--- src/rtl/layer_out_serializer_if.sv ---
// Parallel-capture / serial-replay bus between two network layers.
// The producing layer drives i_valid/i_data; the serializer drives the serial stream and status flags.
interface layer_out_serializer_if #(
  parameter int NN        = 30,
  parameter int dataWidth = 16
);
  logic [NN-1:0]           i_valid;
  logic [NN*dataWidth-1:0] i_data;
  logic                    x_valid;
  logic [dataWidth-1:0]    x_out;
  logic                    busy;
  logic                    overrun;
  logic                    partial;

  modport master (
    output i_valid, i_data,
    input  x_valid, x_out, busy, overrun, partial
  );

  modport slave (
    input  i_valid, i_data,
    output x_valid, x_out, busy, overrun, partial
  );
endinterface

--- src/rtl/layer_out_serializer.sv ---
// Captures one layer's NN parallel outputs and replays them one per clock, element 0 first.
// Optional `SER_SKID_BUF_EN adds a one-deep holding register so a mid-burst capture is queued instead of dropped.
module layer_out_serializer #(
  parameter int NN        = 30,
  parameter int dataWidth = 16
) (
  input  logic                   clk,
  input  logic                   rst,
  layer_out_serializer_if.slave  bus_if
);
  localparam int CW = (NN > 1) ? $clog2(NN) : 1;
  localparam logic [CW-1:0] LAST = CW'(NN - 1);

  typedef enum logic {IDLE, SHIFT} state_t;

  state_t                  state_q;
  logic [NN*dataWidth-1:0] shreg_q;
  logic [CW-1:0]           count_q;
  logic                    x_valid_q;
  logic [dataWidth-1:0]    x_out_q;
  logic                    overrun_q;
  logic                    partial_q;
`ifdef SER_SKID_BUF_EN
  logic [NN*dataWidth-1:0] hold_q;
  logic                    hold_full_q;
`endif

  logic                    capture_d;
  logic                    partial_d;
  logic [NN*dataWidth-1:0] shifted_d;

  assign capture_d = &bus_if.i_valid;
  assign partial_d = (|bus_if.i_valid) && !capture_d;
  // The element on x_out always sits at the bottom of the shift register.
  assign shifted_d = shreg_q >> dataWidth;

  always_ff @(posedge clk or posedge rst) begin
    if (rst) begin
      state_q     <= IDLE;
      shreg_q     <= '0;
      count_q     <= '0;
      x_valid_q   <= 1'b0;
      x_out_q     <= '0;
      overrun_q   <= 1'b0;
      partial_q   <= 1'b0;
`ifdef SER_SKID_BUF_EN
      hold_q      <= '0;
      hold_full_q <= 1'b0;
`endif
    end else begin
      if (partial_d) partial_q <= 1'b1;
      case (state_q)
        IDLE: begin
          if (capture_d) begin
            shreg_q   <= bus_if.i_data;
            x_out_q   <= bus_if.i_data[dataWidth-1:0];
            x_valid_q <= 1'b1;
            count_q   <= '0;
            state_q   <= SHIFT;
          end
        end
        SHIFT: begin
          if (count_q == LAST) begin
`ifdef SER_SKID_BUF_EN
            // The held vector is older, so it goes out first; a same-cycle capture takes its place.
            if (hold_full_q) begin
              shreg_q <= hold_q;
              x_out_q <= hold_q[dataWidth-1:0];
              count_q <= '0;
              if (capture_d) hold_q <= bus_if.i_data;
              else           hold_full_q <= 1'b0;
            end else if (capture_d) begin
              shreg_q <= bus_if.i_data;
              x_out_q <= bus_if.i_data[dataWidth-1:0];
              count_q <= '0;
            end else begin
              x_valid_q <= 1'b0;
              state_q   <= IDLE;
            end
`else
            if (capture_d) begin
              shreg_q <= bus_if.i_data;
              x_out_q <= bus_if.i_data[dataWidth-1:0];
              count_q <= '0;
            end else begin
              x_valid_q <= 1'b0;
              state_q   <= IDLE;
            end
`endif
          end else begin
            shreg_q <= shifted_d;
            x_out_q <= shifted_d[dataWidth-1:0];
            count_q <= count_q + 1'b1;
            if (capture_d) begin
`ifdef SER_SKID_BUF_EN
              if (!hold_full_q) begin
                hold_q      <= bus_if.i_data;
                hold_full_q <= 1'b1;
              end else begin
                overrun_q <= 1'b1;
              end
`else
              overrun_q <= 1'b1;
`endif
            end
          end
        end
        default: state_q <= IDLE;
      endcase
    end
  end

  assign bus_if.x_valid = x_valid_q;
  assign bus_if.busy    = x_valid_q;
  assign bus_if.x_out   = x_out_q;
  assign bus_if.overrun = overrun_q;
  assign bus_if.partial = partial_q;
endmodule

--- src/flat_wrapper.sv ---
// flat-port wrapper written by rule: the top's interface ports become plain ports
module layer_out_serializer_flat 
#(
  parameter int NN        = 30,
  parameter int dataWidth = 16
)
  (clk, rst, bus_if_i_valid, bus_if_i_data, bus_if_x_valid, bus_if_x_out, bus_if_busy, bus_if_overrun, bus_if_partial);
  layer_out_serializer_if #(.NN(NN), .dataWidth(dataWidth)) bus_if_i ();
  input  logic clk;
  input  logic rst;
  input wire logic [$bits(bus_if_i.i_valid)-1:0] bus_if_i_valid;
  input wire logic [$bits(bus_if_i.i_data)-1:0] bus_if_i_data;
  output wire logic [$bits(bus_if_i.x_valid)-1:0] bus_if_x_valid;
  output wire logic [$bits(bus_if_i.x_out)-1:0] bus_if_x_out;
  output wire logic [$bits(bus_if_i.busy)-1:0] bus_if_busy;
  output wire logic [$bits(bus_if_i.overrun)-1:0] bus_if_overrun;
  output wire logic [$bits(bus_if_i.partial)-1:0] bus_if_partial;
  assign bus_if_i.i_valid = bus_if_i_valid;
  assign bus_if_i.i_data = bus_if_i_data;
  assign bus_if_x_valid = bus_if_i.x_valid;
  assign bus_if_x_out = bus_if_i.x_out;
  assign bus_if_busy = bus_if_i.busy;
  assign bus_if_overrun = bus_if_i.overrun;
  assign bus_if_partial = bus_if_i.partial;
  layer_out_serializer #(.NN(NN), .dataWidth(dataWidth)) u_core (.clk(clk), .rst(rst), .bus_if(bus_if_i));
endmodule
--- config.mk ---
export PLATFORM = sky130hd
export DESIGN_NAME = layer_out_serializer_flat
export DESIGN_NICKNAME = d
export VERILOG_FILES = /design/src/rtl/layer_out_serializer_if.sv /design/src/rtl/layer_out_serializer.sv /design/src/flat_wrapper.sv
export SDC_FILE = /design/constraint.sdc
export NUM_CORES = 1
export LEC_CHECK = 0
export ABC_AREA = 1
export ABC_CLOCK_PERIOD_IN_PS = 27000
export BUFFER_PORTS_ARGS = -buffer_cell sky130_fd_sc_hd__buf_2
export CAP_MARGIN = 0
export CORE_ASPECT_RATIO = 1.4
export CORE_MARGIN = 4
export CORE_UTILIZATION = 55
export CTS_BUF_LIST = sky130_fd_sc_hd__clkbuf_8
export DETAILED_ROUTE_END_ITERATION = 8
export PLACE_DENSITY = 0.79
export SKIP_CTS_REPAIR_TIMING = 1
export SLEW_MARGIN = 20
export SYNTH_ARGS = -nofsm -noshare
export SYNTH_HDL_FRONTEND = slang
export SYNTH_SLANG_ARGS = --single-unit
--- constraint.sdc ---
create_clock -name clk -period 27 [get_ports clk]
set_input_delay 8.1 -clock clk [delete_from_list [all_inputs] [get_ports clk]]
set_output_delay 8.1 -clock clk [all_outputs]
set_load 0.02 [all_outputs]
==> results of run 1 <==
[routing by layer]
layer / up-vias / GRT usage (%)
li1: 13200 / -
met1: 12200 / 38.4
met2: 1099 / 47.9
met3: 200 / 4.12
met4: 2 / 16.3
met5: - / 0
[cell type report]
class / count / share of cell area [%]
Clock buffer: 98 / 4.27
Sequential cell: 489 / 38.7
Timing Repair Buffer: 554 / 9.18
Inverter: 941 / 11.2
Antenna cell: 8 / 0.0633
Tap cell: 637 / 2.52
Clock inverter: 39 / 0.475
Multi-Input combinational cell: 2486 / 33.6
[placed cells by master (no fill, tap or decap), drive strengths merged]
| cell | instances |
|---|---|
| nand3 | 953 |
| inv | 977 |
| o21bai | 1 |
| xnor2 | 2 |
| nand2 | 1483 |
| nand4 | 3 |
| nor3 | 1 |
| a21oi | 1 |
| diode | 8 |
| o21ai | 2 |
| dfrtp | 489 |
| clkinv | 3 |
| clkbuf | 98 |
| nor2 | 38 |
| buf | 554 |
| ha | 2 |
[power groups by stage]
stage          clock network, mW  registers [mW]  logic, mW
5_1_grt                    0.667           0.732     0.0880
4_1_cts                    0.633           0.733     0.0798
3_5_place_dp                   0           0.746     0.0792
6_report                   0.623           0.733     0.0787
3_3_place_gp                   0           0.746     0.0796
2_1_floorplan                  0           0.747     0.0249
[through the flow]
| stage | instance area, um^2 | cells | setup slack (ns) |
|---|---|---|---|
| after CTS | 31600 | 5244 | 15.65 |
| after floorplan | 27600 | 4177 | 5.25 |
| final | 31600 | 5252 | 15.73 |
| after global placement | 30100 | 5107 | 14.98 |
| after global routing | 31600 | 5247 | 15.57 |
| after detailed placement | 30100 | 5107 | 14.92 |
[logic make-up (layout without fill, tap and decap cells)]
group                      after synthesis  count (layout)  synth area share (%)
AOI/OAI and AO/OA                        4               4                0.0816
adders and majority gates                2               2                0.0907
other                                    0               8                     0
DFF                                    489             489                  44.4
buffers and inverters                 1202            1632                  17.3
xor gates and xnor gates                 2               2                0.0635
and+or+nand+nor                       2478            2478                  38.1
[critical path: cells and delay by family]
family / cells / cell delay (ns)
buffers and inverters: 4 / 2.04
AND/OR/NAND/NOR: 8 / 1.53
[state kept, by name, indices dropped and copies added, names as in the netlist]
name / flops
u_core.state_q: 1
u_core.bus_if.x_out: 16
u_core.shreg_q: 464
u_core.bus_if.busy: 1
u_core.bus_if.overrun: 1
u_core.count_q: 5
u_core.bus_if.partial: 1
[worst max-delay path by stage]
stage                                   from  slack [ns]                   to
final                     bus_if_i_valid[12]       15.73  u_core.shreg_q[415]
after global routing      bus_if_i_valid[12]       15.57  u_core.shreg_q[405]
after CTS                 bus_if_i_valid[12]       15.65  u_core.shreg_q[415]
after detailed placement   bus_if_i_valid[7]       14.92  u_core.shreg_q[415]
after global placement    bus_if_i_valid[12]       14.98  u_core.shreg_q[388]
after floorplan                          rst        5.25   u_core.bus_if.busy
==> impl_metrics.ini, run 1 <==
[outcome]
status = finished clean

[finish]
final_util_pct = 64.0
fillers = 4579
area.growth.synth_to_final_pct = 14.6
drive_gt1_share_pct = 14.4
multi_input_area_mm2 = 0.0106
nNetsFinal = 5064
seq_area_mm2 = 0.0122

[clocking]
cts_tree = done
htreeDepth = 3
cts.sinks = 489
worstSkewPairLatency_ns = 0.65
cts_buffer_depth = 3
cts_root_buffer = clkbuf_8
path_clk_slew_ns = 0.07
cts_buffers = 78

[worst_hold_path]
min_path_cells = 2
hold_path_class = reg -> reg
hp-start = u_core.bus_if.partial
whs_endpoint = u_core.bus_if.partial

[global_routing]
grt_pass1_vias = 25400
gr-total-overflow = 0
grt_max_degree = 243
antenna_found_initial = 7
grt_pass1_wl_um = 129000
grt_usage_pct = 29.6

[logic_synthesis]
synth_top_area_share_pct = 44.4
synthesis.area_mm2 = 0.0276
synth_top_flop_cell = dfrtp_1
syn-num-nets = 4691
async_flop_share_pct = 100
synth_edf_count = 0
synth_common_cells = 1482 x nand2_1, 953 x nand3_1, 939 x inv_1
netlist_top_cells_area = dfrtp_1 44%, nand2_1 20%, nand3_1 17%
ys_types = 20
yosysSeqAreaShare_pct = 44.4
synth_most_common_cell = nand2_1
postSynthAreaPerCell_um2 = 6.60
synth_top_area_cell = dfrtp_1
synth-seq-cells = 489
ys_warn_count = 0
syn_inst = 4177

[place]
port_buffers = 531
dp_hpwl_um = 53600
gp_congestion = 0.922

[floorplan]
rows = 96
die_area_mm2 = 0.0539
floorplan.die.height_um = 273
design.core.area_mm2 = 0.0494
boundaryPins = 532
start_util_pct = 55.9
fp.dieW_um = 197

[routing]
routed_via_density = 5.07
met3_length_um = 5710
drtIter0Drc = 2518
wire_per_inst_um = 15.6
ant_nets = 0
highest_layer = met5
met1_length_um = 32200
wl_um = 82200
wl_met2_um = 39600
first_pass_iters = 6
post-route-drc-count = 0
vias = 26600

[critical_path]
r2r_slack_ns = 23.90
rr_worst_depth = 8
end_kind = flip-flop
cp_slowest_cell = buf_4
cp.required_ns = 27.58
start_kind = input port
critical_path_class = in -> reg
r2r_end = u_core.shreg_q[111]
worst_path_most_repeated_cell = nand2_1
slowest_delay_ns = 0.81
path_cells = buf_2, nand2_1, nor2_1, nand2_1, nor2_4, buf_4, nand2_8, buf_6, buf_4, nand2_1, nand3_1, nand2_1
rr_startpoint = u_core.count_q[0]
crit_fanout = 124
arrival_ns = 11.85

[sta]
tightest_slew_ns = 1.12
final-setup-viol-count = 0
final.period_utilization_pct = 41.7
hold_ws_ns = 0.457
hold_violations = 0
drv_slew = 0
rsz0062_at_grt = no
period_minus_slack_ns = 11.27
relSlewSlack_pct = 25.3
fmax_mhz = 88.7
tns_ns = 0
skew_ns = 0.0196

[run]
cap_violations = 0

[power_and_ir_drop]
sequentialPowerShare_pct = 51.1
p_per_area_mw_per_mm2 = 45.4
p_leak_nw = 20.5
p_sw_mw = 0.345
pwr-share-comb_pct = 5.5
intPower_mw = 1.09
p_clk_share_pct = 43.4
sw_frac_of_total_pct = 24.1
power_mw = 1.43
ir_worst_vdd_v = 0.0000355
Power figures use the tool's default switching activity.
==> run 2, diff against run 1 <==
ABC_CLOCK_PERIOD_IN_PS = 10500   (was 27000)
clock period = 10.5 ns   (was 27 ns; I/O delays follow)
==> run 2 against run 1 <==
  * Clock skew shrank 0.0052 ns
  * Highest routed layer unchanged
  * Combinational power rose to 2.6 times the previous value
  * Global-route usage decreased by 0.57 points
  * Critical endpoint is now u_core.shreg_q[227]
  * Total power rose to 2.6 times the previous value
  * Sequential cell count is the same
  * Worst setup slack got worse by 11 ns
  * Largest cell class unchanged
==> impl_metrics.ini, run 2 (synthesis gave the netlist of run 1 again) <==
[outcome]
status = finished clean

[critical_path]
cp.required_ns = 11.02
crit_fanout = 203
end_kind = flip-flop
start_kind = input port
rr_worst_depth = 9
critical_path_class = in -> reg
arrival_ns = 6.15

[global_routing]
use_met1_pct = 37.7
grtUsageMet2_pct = 46.4
met3_usage_pct = 4.55
grt_pass1_vias = 25100
grt_pass1_wl_um = 128000
grt_usage_pct = 29.0
grt_max_degree = 244
top_usage_layer = met2
gr-total-overflow = 0
antenna_found_initial = 6

[sta]
tns_ns = 0
final.period_utilization_pct = 53.6
final-setup-viol-count = 0
setup_ws_ns = 4.87
drv_slew = 0
fmax_mhz = 178
tightest_slew_ns = 1.39
rsz0062_at_grt = no
hold_violations = 0
skew_ns = 0.0144
period_minus_slack_ns = 5.63
relSlewSlack_pct = 7.54

[place]
post_dp_cell_area_mm2 = 0.0301
port_buffers = 531
dp_slack_ns = 4.15
dp_hpwl_um = 52400
gp_congestion = 0.898

[clocking]
cts_buffer_depth = 3
path_clk_slew_ns = 0.06
htreeDepth = 3
cts.sinks = 489
worstSkewPairLatency_ns = 0.65
cts_tree = done
cts_buffers = 78
cts_root_buffer = clkbuf_8

[routing]
drtIter0Drc = 2395
routed_via_density = 5.05
vias = 26500
first_pass_iters = 5
wl_um = 81200
wire_per_inst_um = 15.5
ant_nets = 0
post-route-drc-count = 0

[finish]
final_common_cell = nand2_1
nNetsFinal = 5062
regMostFlops = u_core.shreg_q
area.growth.synth_to_final_pct = 14.8
finalInstanceArea_mm2 = 0.0317
final_cell_mix = 1482 x nand2_1, 967 x inv_1, 953 x nand3_1
fillers = 4599
drive_gt1_share_pct = 14.5
largest_register_ffs = 464
final_util_pct = 64.1

[floorplan]
boundaryPins = 532
die_area_mm2 = 0.0539
design.core.area_mm2 = 0.0494
start_util_pct = 55.9
fp.dieW_um = 197
floorplan.die.height_um = 273
rows = 96

[power_and_ir_drop]
ir_worst_vdd_v = 0.0000791
p_leak_nw = 20.5
p_per_area_mw_per_mm2 = 117

[run]
cap_violations = 0

[worst_hold_path]
min_path_cells = 2
hold_path_class = reg -> reg
run 2: cell types whose count changed in the layout (fill, tap and decap cells not counted), moves of 2 or more:
cell	previous run	this run
inv_1	974	967
buf_4	16	10
clkinvlp_4	0	5
buf_12	5	8
diode_2	8	5
clkinv_2	3	5
run 2: worst max-delay path: stages:
cell and delay (ns):
buf_2 0.15, nand2_1 0.07, nor2_1 0.08, nand2_1 0.13, nor2_4 0.55, buf_4 0.73
buf_12 0.71, nand3_1 0.21, nand3_1 0.15, nand2_1 0.07
run 2: worst paths after layout:
| path | startpoint | endpoint | slack [ns] |
|---|---|---|---|
| worst max-delay path | bus_if_i_valid[24] | u_core.shreg_q[227] | 4.87 |
| worst min-delay path | u_core.shreg_q[231] | u_core.shreg_q[215] | 0.47 |
| worst max register to register | u_core.count_q[0] | u_core.shreg_q[200] | 6.73 |
| worst min register to register | u_core.shreg_q[231] | u_core.shreg_q[215] | 0.47 |
| max in group asynchronous | rst | u_core.shreg_q[318] | 6.14 |
| min in group asynchronous | rst | u_core.shreg_q[458] | 2.75 |
run 2: through the flow:
stage | hold slack, ns | total power [mW] | instances
5_1_grt | 0.485 | 3.85 | 5244
4_1_cts | 0.464 | 3.74 | 5240
2_1_floorplan | 0.449 | 1.99 | 4177
3_3_place_gp | 0.447 | 2.12 | 5104
3_5_place_dp | 0.453 | 2.12 | 5104
6_report | 0.465 | 3.71 | 5246
run 2: layout make-up:
cell class	instances	area [um^2]	share of cell area, %
multi-input combinational	2486	10600	33.5
clock buffer	97	1340	4.22
sequential	489	12200	38.6
inverter	941	3540	11.2
timing repair buffer	552	2940	9.29
tap	637	797	2.52
clock inverter	39	194	0.612
antenna	5	12.5	0.0395
run 2: per-layer routing:
layer | vias up | part of all wire (%)
met2 | 1052 | 48
met1 | 12100 | 39
met5 | - | 0.028
met3 | 207 | 7.0
met4 | 4 | 5.7
li1 | 13100 | -
run 2: report_power, final:
group | switching (mW) | total [mW] | internal (mW)
Combinational | 0.120 | 0.204 | 0.0837
Clock | 0.764 | 1.62 | 0.853
Sequential | 0.0000000613 | 1.88 | 1.88
Total | 0.883 | 3.71 | 2.82
